$ cat config.mk
export PLATFORM = sky130hd
export DESIGN_NAME = alu_share_sched
export DESIGN_NICKNAME = d
export VERILOG_FILES = /design/src/rtl/alu_share_sched.sv
export SDC_FILE = /design/constraint.sdc
export NUM_CORES = 1
export LEC_CHECK = 0
export BUFFER_PORTS_ARGS = -buffer_cell sky130_fd_sc_hd__buf_4
export CAP_MARGIN = 20
export CORE_MARGIN = 2
export CORE_UTILIZATION = 35
export DETAILED_ROUTE_END_ITERATION = 10
export PLACE_DENSITY = 0.71
export SKIP_LAST_GASP = 1
export SLEW_MARGIN = 25
export SYNTH_ARGS = -nofsm -noshare
export SYNTH_HDL_FRONTEND = slang
export SYNTH_SLANG_ARGS = --single-unit
$ cat constraint.sdc
create_clock -name clk -period 2.4 [get_ports clk]
set_input_delay 0.12 -clock clk [delete_from_list [all_inputs] [get_ports clk]]
set_output_delay 0.12 -clock clk [all_outputs]
set_load 0.01 [all_outputs]
$ cat src/rtl/alu_share_sched.sv
// alu_share_sched: round-robin scheduler that time-shares one external
// combinational ALU among NREQ requesters. Each granted operation takes
// one EXEC cycle and one RESP cycle; divide-by-zero is intercepted here
// because the ALU cannot handle it.
module alu_share_sched #(
    parameter int WIDTH = 8,
    parameter int NREQ  = 4
) (
    input  logic                              clk,
    input  logic                              rst,
    input  logic [NREQ-1:0]                   req,
    input  logic [NREQ*(WIDTH/2)-1:0]         req_a,
    input  logic [NREQ*(WIDTH/2)-1:0]         req_b,
    input  logic [NREQ*$clog2(WIDTH)-1:0]     req_op,
    output logic [NREQ-1:0]                   gnt,
    output logic [NREQ-1:0]                   done,
    output logic [WIDTH-1:0]                  result,
    output logic                              err,
    output logic                              busy,
    output logic [WIDTH/2-1:0]                alu_a,
    output logic [WIDTH/2-1:0]                alu_b,
    output logic [$clog2(WIDTH)-1:0]          alu_opcode,
    input  logic [WIDTH-1:0]                  alu_y
);

    localparam int HW  = WIDTH / 2;
    localparam int OPW = $clog2(WIDTH);
    localparam int PW  = $clog2(NREQ);

    localparam logic [OPW-1:0] OP_DIV = OPW'(3);

    typedef enum logic [1:0] {
        IDLE,
        EXEC,
        RESP
    } state_t;

    state_t          state;
    state_t          state_next;
    logic [PW-1:0]   ptr;
    logic [PW-1:0]   win_idx;
    logic            win_valid;
    logic            div_zero;

    // Requester index ptr+k, wrapped modulo NREQ (NREQ need not be a power of 2).
    function automatic logic [PW-1:0] wrap_idx(input logic [PW-1:0] p, input int k);
        return PW'((int'(p) + k) % NREQ);
    endfunction

    // Round-robin pick: first pending request scanning upward from ptr+1.
    always_comb begin
        // NOTE: every variable gets a default before any conditional write,
        // so no path leaves it unassigned and no latch is inferred.
        win_valid = 1'b0;
        win_idx   = '0;
        for (int k = 1; k <= NREQ; k++) begin
            if (!win_valid && req[wrap_idx(ptr, k)]) begin
                win_valid = 1'b1;
                win_idx   = wrap_idx(ptr, k);
            end
        end
    end

    // The ALU is bypassed when a divide sees a zero divisor.
    assign div_zero = (alu_opcode == OP_DIV) && (alu_b == '0);

    assign busy = (state != IDLE);

    // FSM next-state: IDLE waits for a request, EXEC and RESP last one cycle each.
    always_comb begin
        state_next = state;
        case (state)
            IDLE:    if (win_valid) state_next = EXEC;
            EXEC:    state_next = RESP;
            RESP:    state_next = IDLE;
            default: state_next = IDLE;
        endcase
    end

    // FSM state register.
    always_ff @(posedge clk or posedge rst) begin
        // NOTE: sequential state uses non-blocking assignment so every
        // register samples pre-edge values regardless of statement order.
        if (rst) state <= IDLE;
        else     state <= state_next;
    end

    // Datapath: latch winner operands at grant, capture result after EXEC.
    always_ff @(posedge clk or posedge rst) begin
        if (rst) begin
            ptr        <= PW'(NREQ - 1);
            gnt        <= '0;
            done       <= '0;
            result     <= '0;
            err        <= 1'b0;
            alu_a      <= '0;
            alu_b      <= '0;
            alu_opcode <= '0;
        end else begin
            case (state)
                IDLE: begin
                    if (win_valid) begin
                        alu_a      <= req_a[win_idx*HW +: HW];
                        alu_b      <= req_b[win_idx*HW +: HW];
                        alu_opcode <= req_op[win_idx*OPW +: OPW];
                        gnt        <= NREQ'(1) << win_idx;
                        ptr        <= win_idx;
                    end
                end
                EXEC: begin
                    done <= gnt;
                    gnt  <= '0;
                    if (div_zero) begin
                        result <= '1;
                        err    <= 1'b1;
                    end else begin
                        result <= alu_y;
                        err    <= 1'b0;
                    end
                end
                RESP: begin
                    done <= '0;
                    err  <= 1'b0;
                end
                default: begin
                    gnt  <= '0;
                    done <= '0;
                    err  <= 1'b0;
                end
            endcase
        end
    end

endmodule

==> results of run 1 <==
-- worst max-delay path by stage --
stage | startpoint | end | slack [ns] | depth (start not counted)
after floorplan | ptr[0]$_DFFE_PP1P_ | alu_a[0]$_DFFE_PP0P_ | 0.47 | 6
after global placement | ptr[0]$_DFFE_PP1P_ | alu_b[1]$_DFFE_PP0P_ | 0.51 | 6
after detailed placement | ptr[0]$_DFFE_PP1P_ | alu_a[0]$_DFFE_PP0P_ | 0.42 | 6
after CTS | ptr[0]$_DFFE_PP1P_ | alu_a[0]$_DFFE_PP0P_ | 0.43 | 6
after global routing | ptr[0]$_DFFE_PP1P_ | alu_a[3]$_DFFE_PP0P_ | 0.31 | 6
final | ptr[0]$_DFFE_PP1P_ | alu_opcode[1]$_DFFE_PP0P_ | 0.43 | 6
-- kinds of logic (layout without fill, tap and decap cells) --
logic type / Yosys count / in the layout / synth area share (%)
mux: 16 / 16 / 10.1
flops: 32 / 32 / 47.0
compound gates: 49 / 49 / 22.7
buf+inv: 14 / 105 / 4.32
simple gates: 58 / 58 / 15.9
-- cell usage in the layout, fill, tap and decap left out, types with 2 or more instances in the layout --
cell	instances
a31oi_1	11
nor2_1	22
nor3_1	2
dfstp_2	2
clkbuf_8	6
a21oi_1	4
a22o_1	5
inv_1	4
a32oi_1	2
dfrtp_1	30
nand2b_1	3
nand2_1	20
o22a_1	8
mux2i_1	6
buf_4	92
and2b_1	4
a22oi_1	9
mux2_2	10
o22ai_1	2
-- layout make-up --
| type | count | share of cell area, % |
|---|---|---|
| clock buffer | 7 | 3.41 |
| tap | 67 | 3.31 |
| clock inverter | 1 | 0.296 |
| multi-input combinational | 123 | 33.0 |
| inverter | 4 | 0.593 |
| sequential | 32 | 31.7 |
| timing repair buffer | 93 | 27.7 |
-- worst max-delay path: cells and delay by family (launching register included) --
kind | cells | cell delay (ns)
AOI/OAI and AO/OA | 3 | 0.51
muxes | 1 | 0.36
buffers and inverters | 1 | 0.27
DFF | 1 | 0.59
and+or+nand+nor | 1 | 0.17
-- through the flow --
| stage | cell area [µm²] | utilization [%] | setup WS (ns) | std cells | power, mW |
|---|---|---|---|---|---|
| final | 2530 | 53.6 | 0.425 | 327 | 3.02 |
| after global routing | 2530 | 53.6 | 0.310 | 327 | 3.23 |
| after CTS | 2530 | 53.6 | 0.428 | 327 | 3.04 |
| after detailed placement | 2430 | 51.4 | 0.421 | 318 | 2.60 |
| after global placement | 2430 | 51.4 | 0.505 | 318 | 2.56 |
| after floorplan | 1710 | - | 0.471 | 169 | 1.96 |
-- report_power, final --
group / total, mW / switching [mW] / internal, mW
Clock: 0.443 / 0.210 / 0.233
Sequential: 1.03 / 0.225 / 0.805
Combinational: 1.55 / 0.743 / 0.802
Total: 3.02 / 1.18 / 1.84
-- per-layer routing --
metal	GRT usage [%]	wire length, µm	vias to the layer above	share of wire, %
met5	0	0	-	0
met4	6.46	79	0	1.7
met3	6.58	321	7	6.8
met2	29.0	2320	58	49
met1	23.9	2010	755	42
li1	-	-	794	-
-- sequential cells by signal, summed over array words and instances, names as in the netlist --
signal / count
alu_a: 4
alu_b: 4
alu_opcode: 3
done: 4
err: 1
gnt: 4
ptr: 2
result: 8
state: 2
==> flow_metrics.env, run 1 <==
export IMPL_cts_made_buffers=5
export IMPL_r2r_end="alu_opcode[1]$_DFFE_PP0P_"
export IMPL_tightest_slew_ns=0.808
export IMPL_avgRoutedWirePerCell_um=14.5
export IMPL_io_pins=87
export IMPL_slowest_delay_ns=0.59
export IMPL_rows=25
export IMPL_cp_data_required_time_ns=2.61
export IMPL_drt_initial_drc_count=146
export IMPL_r2r_slack_ns=0.43
export IMPL_first_global_vias=1570
export IMPL_area_growth_pct=48.2
export IMPL_clockBufferDepth=2
export IMPL_cts_setup_buffers=0
export IMPL_final_layout_size_suffix_gt1_share_pct=45.0
export IMPL_cts_max_level=2
export IMPL_synth_ff_type="dfrtp_1"
export IMPL_synth_cell_area_um2=1710
export IMPL_yosysSeqAreaShare_pct=47.0
export IMPL_peakVddDrop_mv=0.452
export IMPL_yosys_top_cells_count="dfrtp_1, nor2_1, nand2_1"
export IMPL_overflow=0
export IMPL_slowest_stage="dfstp_2"
export IMPL_start_kind="register"
export IMPL_regArea_um2=803
export IMPL_holdPathStages=2
export IMPL_ys_seq_elements=32
export IMPL_start_util_pct=36.2
export IMPL_end_kind="register"
export IMPL_yosys_area_top_type="dfrtp_1"
export IMPL_die_x_um=73.9
export IMPL_synthArstFlopShare_pct=100
export IMPL_grt_pass1_wl_um=7630
export IMPL_synth_top_area_share_pct=43.9
export IMPL_synthCells=169
export IMPL_num_vias=1614
export IMPL_timing_rr_start="ptr[0]$_DFFE_PP1P_"
export IMPL_yosysUniqueCellTypes=36
export IMPL_hpwl_um=3530
export IMPL_dieArea_um2=5460
export IMPL_cts_sinks=32
export IMPL_hold_viol_final=0
export IMPL_timing_hold_ws_ns=0.0391
export IMPL_clk_latency_ns=0.29
export IMPL_drv_slew=0
export IMPL_rsz0062_at_grt="false"
export IMPL_slew_headroom_pct=45.9
export IMPL_antenna_found_initial=0
export IMPL_dieHeight_um=73.9
export IMPL_wl_um=4730
export IMPL_first_pass_iters=4
export IMPL_coreArea_um2=4720
export IMPL_hp_class="in2reg"
export IMPL_synth_edf_count=0
export IMPL_io_buffers=86
export IMPL_antenna_left=0
export IMPL_outcome="finished, final reports clean"
export IMPL_worstSetupPathType="reg2reg"
export IMPL_path_clk_slew_ns=0.07
export IMPL_fmax_mhz=506
export IMPL_p_leak_nw=1.18
export IMPL_post_synth_top_count_cell="dfrtp_1"
export IMPL_synthesis_nets=227
export IMPL_crit_fanout=15
export IMPL_grt_max_degree=33
export IMPL_crit_chain="nand2b_4, o21ai_1, a211oi_4, buf_4, mux2_2, a31oi_1"
export IMPL_setup_viol=0
export IMPL_reg2reg_depth=6
export IMPL_worstPathArrival_ns=2.19
export IMPL_whs_endpoint="result[6]$_DFFE_PP0P_"
export IMPL_fin_setup_tns_ns=0
export IMPL_vias_per_cell=4.94
export IMPL_synthTopCellsByArea="dfrtp_1, mux2_2, nor2_1"
export IMPL_min_period_ns=1.97
export IMPL_multi_input_area_um2=836
export IMPL_min_delay_start="alu_y[6]"
export IMPL_cts_tree="yes"
export IMPL_yosysWarningCount=0
export IMPL_gp_congestion=0.871
export IMPL_fin_crit_sh_pct=82.3
export IMPL_fin_nets=317
export IMPL_avgSynthCellArea_um2=10.1
export IMPL_cts_hold_buffers_added=1
export IMPL_antenna_cells=0
export IMPL_timing_max_cap_violations=0
export IMPL_grt_total_usage_pct=18.6
export IMPL_power_density_nw_per_um2=1190
export IMPL_root_buffer="clkbuf_8"
export IMPL_finalClockSkew_ns=0.00511
export IMPL_drc=0
export IMPL_n_fill_cell=457
export IMPL_cts_repair_resized=0
(Power assumes the default switching activity.)
==> inputs of run 2 (changes only) <==
--- a/config.mk
+++ b/config.mk
@@ -5,12 +5,13 @@
 export SDC_FILE = /design/constraint.sdc
 export NUM_CORES = 1
 export LEC_CHECK = 0
+export ABC_AREA = 1
 export BUFFER_PORTS_ARGS = -buffer_cell sky130_fd_sc_hd__buf_4
 export CAP_MARGIN = 20
 export CORE_MARGIN = 2
 export CORE_UTILIZATION = 35
 export DETAILED_ROUTE_END_ITERATION = 10
-export PLACE_DENSITY = 0.71
+export PLACE_DENSITY = 0.69
 export SKIP_LAST_GASP = 1
 export SLEW_MARGIN = 25
 export SYNTH_ARGS = -nofsm -noshare
==> constraint.sdc (replaced) <==
create_clock -name clk -period 1.94 [get_ports clk]
set_input_delay 0.097 -clock clk [delete_from_list [all_inputs] [get_ports clk]]
set_output_delay 0.097 -clock clk [all_outputs]
set_load 0.01 [all_outputs]
==> run 2 against run 1 <==
Net effect:
- the run now ends with setup timing left
- synthesized cell count rose by 75%
- worst hold slack improved by 0.059 ns
- setup slack got worse by 0.51 ns
- fmax down 2.5%
- critical path depth rose by 7
- sequential share of layout area is 5.2 points lower
- combinational power increased to 2.9 times the previous value
- first-iteration DRC count decreased by 53%
- area after synthesis is 16% higher
- sequential power increased by 17%
- final cell count up 44%
- flip-flop and latch count did not move
- largest cell class unchanged
==> flow_metrics.env, run 2 <==
export IMPL_outcome="complete, but fails checks"
export IMPL_violations="setup timing"
export IMPL_final_common_cell="nand2_1"
export IMPL_tightest_slew_ns=0.477
export IMPL_fmax_mhz=494
export IMPL_yosysSeqAreaShare_pct=40.6
export IMPL_yosys_top_cells_count="nand2_1, dfrtp_1, nand3_1"
export IMPL_io_buffers=86
export IMPL_grt_pass1_wl_um=9040
export IMPL_rows=27
export IMPL_synth_cell_area_um2=1980
export IMPL_io_pins=87
export IMPL_hpwl_um=3960
export IMPL_antenna_left=0
export IMPL_final_layout_size_suffix_gt1_share_pct=38.1
export IMPL_layout_setup_ws_ns=-0.0860
export IMPL_yosysUniqueCellTypes=26
export IMPL_grt_util_met3_pct=4.55
export IMPL_avgSynthCellArea_um2=6.71
export IMPL_n_fill_cell=542
export IMPL_synthCells=295
export IMPL_dieHeight_um=79.2
export IMPL_synth_ff_type="dfrtp_1"
export IMPL_end_kind="register"
export IMPL_clk_latency_ns=0.27
export IMPL_yosys_area_top_type="dfrtp_1"
export IMPL_first_pass_iters=4
export IMPL_start_kind="register"
export IMPL_avgRoutedWirePerCell_um=11.8
export IMPL_num_vias=2193
export IMPL_crit_fanout=11
export IMPL_synth_edf_count=0
export IMPL_hp_class="in2reg"
export IMPL_overflow=0
export IMPL_cp_startpoint="ptr[0]$_DFFE_PP1P_"
export IMPL_largest_register="result"
export IMPL_worstPathArrival_ns=2.18
export IMPL_worstSetupPathType="reg2reg"
export IMPL_synthArstFlopShare_pct=100
export IMPL_drt_initial_drc_count=69
export IMPL_crit_buf_inv=4
export IMPL_rsz0062_at_grt="true"
export IMPL_largest_reg_flops=8
export IMPL_fin_setup_tns_ns=-0.888
export IMPL_hold_viol_final=0
export IMPL_cp_num_cells=13
export IMPL_grt_busiest_layer="met2"
export IMPL_antenna_found_initial=0
export IMPL_min_period_ns=2.03
export IMPL_final_area_um2=3030
export IMPL_r2r_slack_ns=-0.09
export IMPL_stdcell_count=471
export IMPL_timing_max_cap_violations=0
export IMPL_synth_top_area_share_pct=37.9
export IMPL_clockBufferDepth=2
export IMPL_cts_sinks=32
export IMPL_r2r_end="alu_a[1]$_DFFE_PP0P_"
export IMPL_grt_max_degree=33
export IMPL_final_cell_mix="nand2_1, buf_4, dfrtp_1, nand3_1, nor2_1"
export IMPL_cp_data_required_time_ns=2.10
export IMPL_cts_tree="yes"
export IMPL_p_leak_nw=1.65
export IMPL_timing_hold_ws_ns=0.0978
export IMPL_crit_path_end="alu_a[1]$_DFFE_PP0P_"
export IMPL_wl_um=5580
export IMPL_slowest_stage="dfstp_2"
export IMPL_gp_congestion=0.806
export IMPL_dieArea_um2=6280
export IMPL_groute_layer_met1_usage_pct=21.9
export IMPL_synthesis_nets=353
export IMPL_grt_total_usage_pct=18.0
export IMPL_setup_viol=13
export IMPL_fin_nets=456
export IMPL_finalClockSkew_ns=0.00789
export IMPL_ys_seq_elements=32
export IMPL_slowest_delay_ns=0.64
export IMPL_placed_area_um2=2700
export IMPL_drc=0
export IMPL_cts_made_buffers=5
export IMPL_crit_chain="buf_6, nand2_1, nand2_2, nand2_2, nand2_4, nor2_4, buf_4, nand3b_1, nand2_2, buf_4, buf_4, nand2_1, nand2_1"
export IMPL_timing_rr_start="ptr[0]$_DFFE_PP1P_"
export IMPL_grt_util_met2_pct=31.8
export IMPL_coreArea_um2=5470
export IMPL_power_density_nw_per_um2=2070
export IMPL_drv_slew=0
export IMPL_peakVddDrop_mv=0.982
export IMPL_root_buffer="clkbuf_8"
export IMPL_area_growth_pct=52.8
export IMPL_start_util_pct=36.2
export IMPL_post_place_cells=447
export IMPL_die_x_um=79.2
export IMPL_post_synth_top_count_cell="nand2_1"
export IMPL_fin_crit_sh_pct=104
export IMPL_synthTopCellsByArea="dfrtp_1, nand2_1, nand3_1"
export IMPL_yosysWarningCount=0
export IMPL_crit_family="simple AND/OR/NAND/NOR gates"
export IMPL_antenna_cells=0
export IMPL_first_global_vias=2132
export IMPL_reg2reg_depth=13
export IMPL_path_clk_slew_ns=0.07
export IMPL_slew_headroom_pct=68.1
export IMPL_cts_max_level=2
export IMPL_vias_per_cell=4.66
run 2: cell types whose count changed after synthesis, moves of 4 or more:
cell and change:
nand3_1 +30, nand2_2 +6, nand2_4 +4, o22a_1 -8, mux2i_1 -6, o21ai_0 +10
a31oi_1 -11, a22oi_1 -9, inv_1 +10, nand2_1 +122, and2b_1 -4, a22o_1 -5
a21oi_1 +5, mux2_2 -10
run 2: how the worst min path moves through the flow:
stage                     startpoint                     to  slack [ns]  depth (start not counted)
after CTS                   alu_y[2]  result[2]$_DFFE_PP0P_        0.09                          3
after detailed placement         rst   alu_a[0]$_DFFE_PP0P_        0.21                          3
after floorplan                  rst   alu_a[0]$_DFFE_PP0P_        0.21                          1
after global routing        alu_y[0]  result[0]$_DFFE_PP0P_        0.12                          3
final                       alu_y[0]  result[0]$_DFFE_PP0P_         0.1                          3
after global placement           rst  result[4]$_DFFE_PP0P_        0.21                          3
run 2: where the power goes:
group          leakage [nW]  internal, mW  switching, mW  total [mW]
logic                  1.21          1.91           2.64        4.55
clock network        0.0455         0.289          0.216       0.505
registers             0.395         0.985          0.214        1.20
run 2: routing by layer:
metal / wire length, µm / vias to the layer above / part of all wire, %
met5: 0 / - / 0
met4: 27 / 0 / 0.48
met3: 310 / 4 / 5.6
met2: 2800 / 66 / 50
met1: 2440 / 993 / 44
li1: - / 1130 / -
run 2: logic make-up after synthesis:
kind of cell	Yosys count	share of synthesized area, %
simple gates	209	45.0
flops	32	40.6
buf+inv	31	8.46
compound gates	23	5.94
run 2: what timing repair did:
item | in CTS | in global routing
gates resized for setup | 15 | 18
hold buffers | 1 | 0
endpoints found under the setup margin | 15 | 16
cloned | 1 | 2
hold endpoints to repair | 30 | 0
pin swaps | 3 | 3
buffers inserted | 4 | 8
run 2: metrics by stage:
step | setup WS, ns | util, % | power (mW)
4_1_cts | -0.0247 | 52.7 | 5.75
2_1_floorplan | 0.141 | - | 3.92
3_3_place_gp | -0.0293 | 49.3 | 4.91
3_5_place_dp | -0.0586 | 49.3 | 4.96
6_report | -0.0860 | 55.3 | 6.25
5_1_grt | -0.247 | 55.3 | 6.91
run 2: final cells by class:
type / instances / area [µm²] / area share [%]
multi-input cells: 232 / 1090 / 35.9
repair inverters: 1 / 7.51 / 0.248
well taps: 72 / 90.1 / 2.98
inverters: 18 / 81.3 / 2.69
repair buffers: 108 / 867 / 28.6
flip-flops and latches: 32 / 803 / 26.5
clock buffers: 8 / 90.1 / 2.98
run 2: worst register-to-register path, stage by stage (launching register included):
cell and delay [ns]:
dfstp_2 0.64, buf_6 0.13, nand2_1 0.06, nand2_2 0.08, nand2_2 0.08, nand2_4 0.09, nor2_4 0.05, buf_4 0.12
nand3b_1 0.11, nand2_2 0.11, buf_4 0.17, buf_4 0.16, nand2_1 0.06, nand2_1 0.05
==> inputs of run 3 (changes only) <==
--- a/config.mk
+++ b/config.mk
@@ -11,7 +11,7 @@
 export CORE_MARGIN = 2
 export CORE_UTILIZATION = 35
 export DETAILED_ROUTE_END_ITERATION = 10
-export PLACE_DENSITY = 0.69
+export PLACE_DENSITY = 0.59
 export SKIP_LAST_GASP = 1
 export SLEW_MARGIN = 25
 export SYNTH_ARGS = -nofsm -noshare
==> run 3 against run 2 <==
Net effect:
- the flow still finishes with violations (setup timing)
- final cell count increased by 0.64%
- die area unchanged
- first-iteration DRC count increased by 22%
- sequential power about the same
- register-to-register slack about the same
- via count increased by 1.6%
- global-route usage increased by 0.83 points
- wire length increased by 6.5%
- power increased by 9.7%
- setup slack improved by 0.0061 ns
- clock power increased by 23%
- critical path depth increased by 2
==> flow_metrics.env, run 3 (synthesis gave the netlist of run 2 again) <==
export IMPL_fin_nets=459
export IMPL_cp_startpoint="ptr[0]$_DFFE_PP1P_"
export IMPL_cts_tree="yes"
export IMPL_final_cell_mix="nand2_1, buf_4, dfrtp_1, nand3_1, nand2_2"
export IMPL_violations="setup timing"
export IMPL_start_util_pct=36.2
export IMPL_wl_um=5940
export IMPL_crit_fanout=6
export IMPL_first_global_vias=2036
export IMPL_layout_setup_ws_ns=-0.0798
export IMPL_critPathMostFrequentCell="nand2_1"
export IMPL_grt_total_usage_pct=18.8
export IMPL_clk_latency_ns=0.28
export IMPL_drt_initial_drc_count=84
export IMPL_antenna_left=0
export IMPL_grt_pass1_wl_um=9280
export IMPL_grt_max_degree=33
export IMPL_cts_max_level=2
export IMPL_gp_congestion=0.847
export IMPL_largest_reg_flops=8
export IMPL_p_leak_nw=1.70
export IMPL_hp_class="in2reg"
export IMPL_io_pins=87
export IMPL_area_growth_pct=59.6
export IMPL_drv_slew=0
export IMPL_n_fill_cell=530
export IMPL_fin_crit_sh_pct=104
export IMPL_largest_register="result"
export IMPL_cp_data_required_time_ns=2.11
export IMPL_first_pass_iters=4
export IMPL_fmax_mhz=495
export IMPL_final_util_pct=57.8
export IMPL_num_vias=2228
export IMPL_r2r_slack_ns=-0.08
export IMPL_end_kind="register"
export IMPL_cts_made_buffers=5
export IMPL_rows=27
export IMPL_worstPathArrival_ns=2.19
export IMPL_dieArea_um2=6280
export IMPL_min_period_ns=2.02
export IMPL_slowest_delay_ns=0.61
export IMPL_overflow=0
export IMPL_timing_max_cap_violations=0
export IMPL_hpwl_um=4080
export IMPL_antenna_cells=0
export IMPL_die_x_um=79.2
export IMPL_antenna_found_initial=0
export IMPL_outcome="complete, but fails checks"
export IMPL_final_common_cell="nand2_1"
export IMPL_slew_headroom_pct=63.4
export IMPL_crit_path_end="alu_b[1]$_DFFE_PP0P_"
export IMPL_timing_rr_start="ptr[0]$_DFFE_PP1P_"
export IMPL_coreArea_um2=5470
export IMPL_r2r_end="alu_b[1]$_DFFE_PP0P_"
export IMPL_setup_viol=14
export IMPL_path_clk_slew_ns=0.07
export IMPL_final_layout_size_suffix_gt1_share_pct=42.8
export IMPL_power_total_mw=6.86
export IMPL_slowest_stage="dfstp_2"
export IMPL_io_buffers=86
export IMPL_multi_input_area_um2=1190
export IMPL_clockBufferDepth=2
export IMPL_finalClockSkew_ns=0.00606
export IMPL_regArea_um2=803
export IMPL_rsz0062_at_grt="true"
export IMPL_vias_per_cell=4.70
export IMPL_tightest_slew_ns=0.547
export IMPL_root_buffer="clkbuf_8"
export IMPL_start_kind="register"
export IMPL_reg2reg_depth=15
export IMPL_hold_viol_final=0
export IMPL_peakVddDrop_mv=0.945
export IMPL_cts_sinks=32
export IMPL_dieHeight_um=79.2
export IMPL_avgRoutedWirePerCell_um=12.5
export IMPL_power_density_nw_per_um2=2170
export IMPL_drc=0
export IMPL_crit_chain="buf_12, nand2_2, nand3_2, nand2_2, nor2_4, nand3_2, nand2_4, buf_12, nand2_8, nand2_1, nand2_1, nand2_1, nand2_1, nand2_1, nand2_1"
export IMPL_worstSetupPathType="reg2reg"
## run 3: layout make-up
type | instances | area share (%)
timing repair inverter | 3 | 0.633
timing repair buffer | 107 | 27.3
multi-input combinational | 234 | 37.7
sequential | 32 | 25.4
inverter | 18 | 2.65
tap | 72 | 2.85
clock buffer | 6 | 2.30
clock inverter | 2 | 1.11
## run 3: power by group
| group | internal, mW | switching (mW) | total (mW) |
|---|---|---|---|
| Sequential | 0.983 | 0.194 | 1.18 |
| Combinational | 2.06 | 3.00 | 5.05 |
| Clock | 0.381 | 0.243 | 0.623 |
## run 3: stage by stage
stage / setup TNS (ns) / worst slack (ns) / instance area (µm²) / std cells / hold WS, ns
floorplan: 0 / 0.141 / 1980 / 295 / 0.212
global placement: -0.168 / -0.0486 / 2720 / 450 / 0.213
detailed placement: -0.641 / -0.0871 / 2720 / 450 / 0.211
CTS: -0.313 / -0.0644 / 2930 / 464 / 0.0878
global route: -2.45 / -0.199 / 3160 / 474 / 0.0992
finish: -0.716 / -0.0798 / 3160 / 474 / 0.0888
## run 3: how the worst min path moves through the flow
stage	startpoint	slack, ns	cells after the start	endpoint
after CTS	alu_y[1]	0.09	3	result[1]$_DFFE_PP0P_
after detailed placement	rst	0.21	3	alu_a[1]$_DFFE_PP0P_
final	alu_y[1]	0.09	3	result[1]$_DFFE_PP0P_
after global placement	rst	0.21	3	alu_a[1]$_DFFE_PP0P_
after global routing	alu_y[3]	0.1	3	result[3]$_DFFE_PP0P_
after floorplan	rst	0.21	1	alu_a[0]$_DFFE_PP0P_
## run 3: critical path: cells and delay by family, from the launching register on
family                 cells  cell delay, ns
DFF                        1            0.61
buffers and inverters      2            0.28
and+or+nand+nor           13            1.01
## run 3: per-layer routing
layer,share of wire (%),GRT usage [%],vias to the layer above
li1,-,-,1130
met1,44,24.9,1024
met2,49,30.7,66
met3,6.1,4.55,8
met4,1.3,5.17,0
met5,0,0,-
## run 3: repair_timing
action	CTS	global route
hold buffers	1	0
gates cloned	1	4
endpoints found under the hold margin	30	0
endpoints found under the setup margin	13	17
gates resized for setup	14	43
pin swaps	15	10
setup buffers	4	6
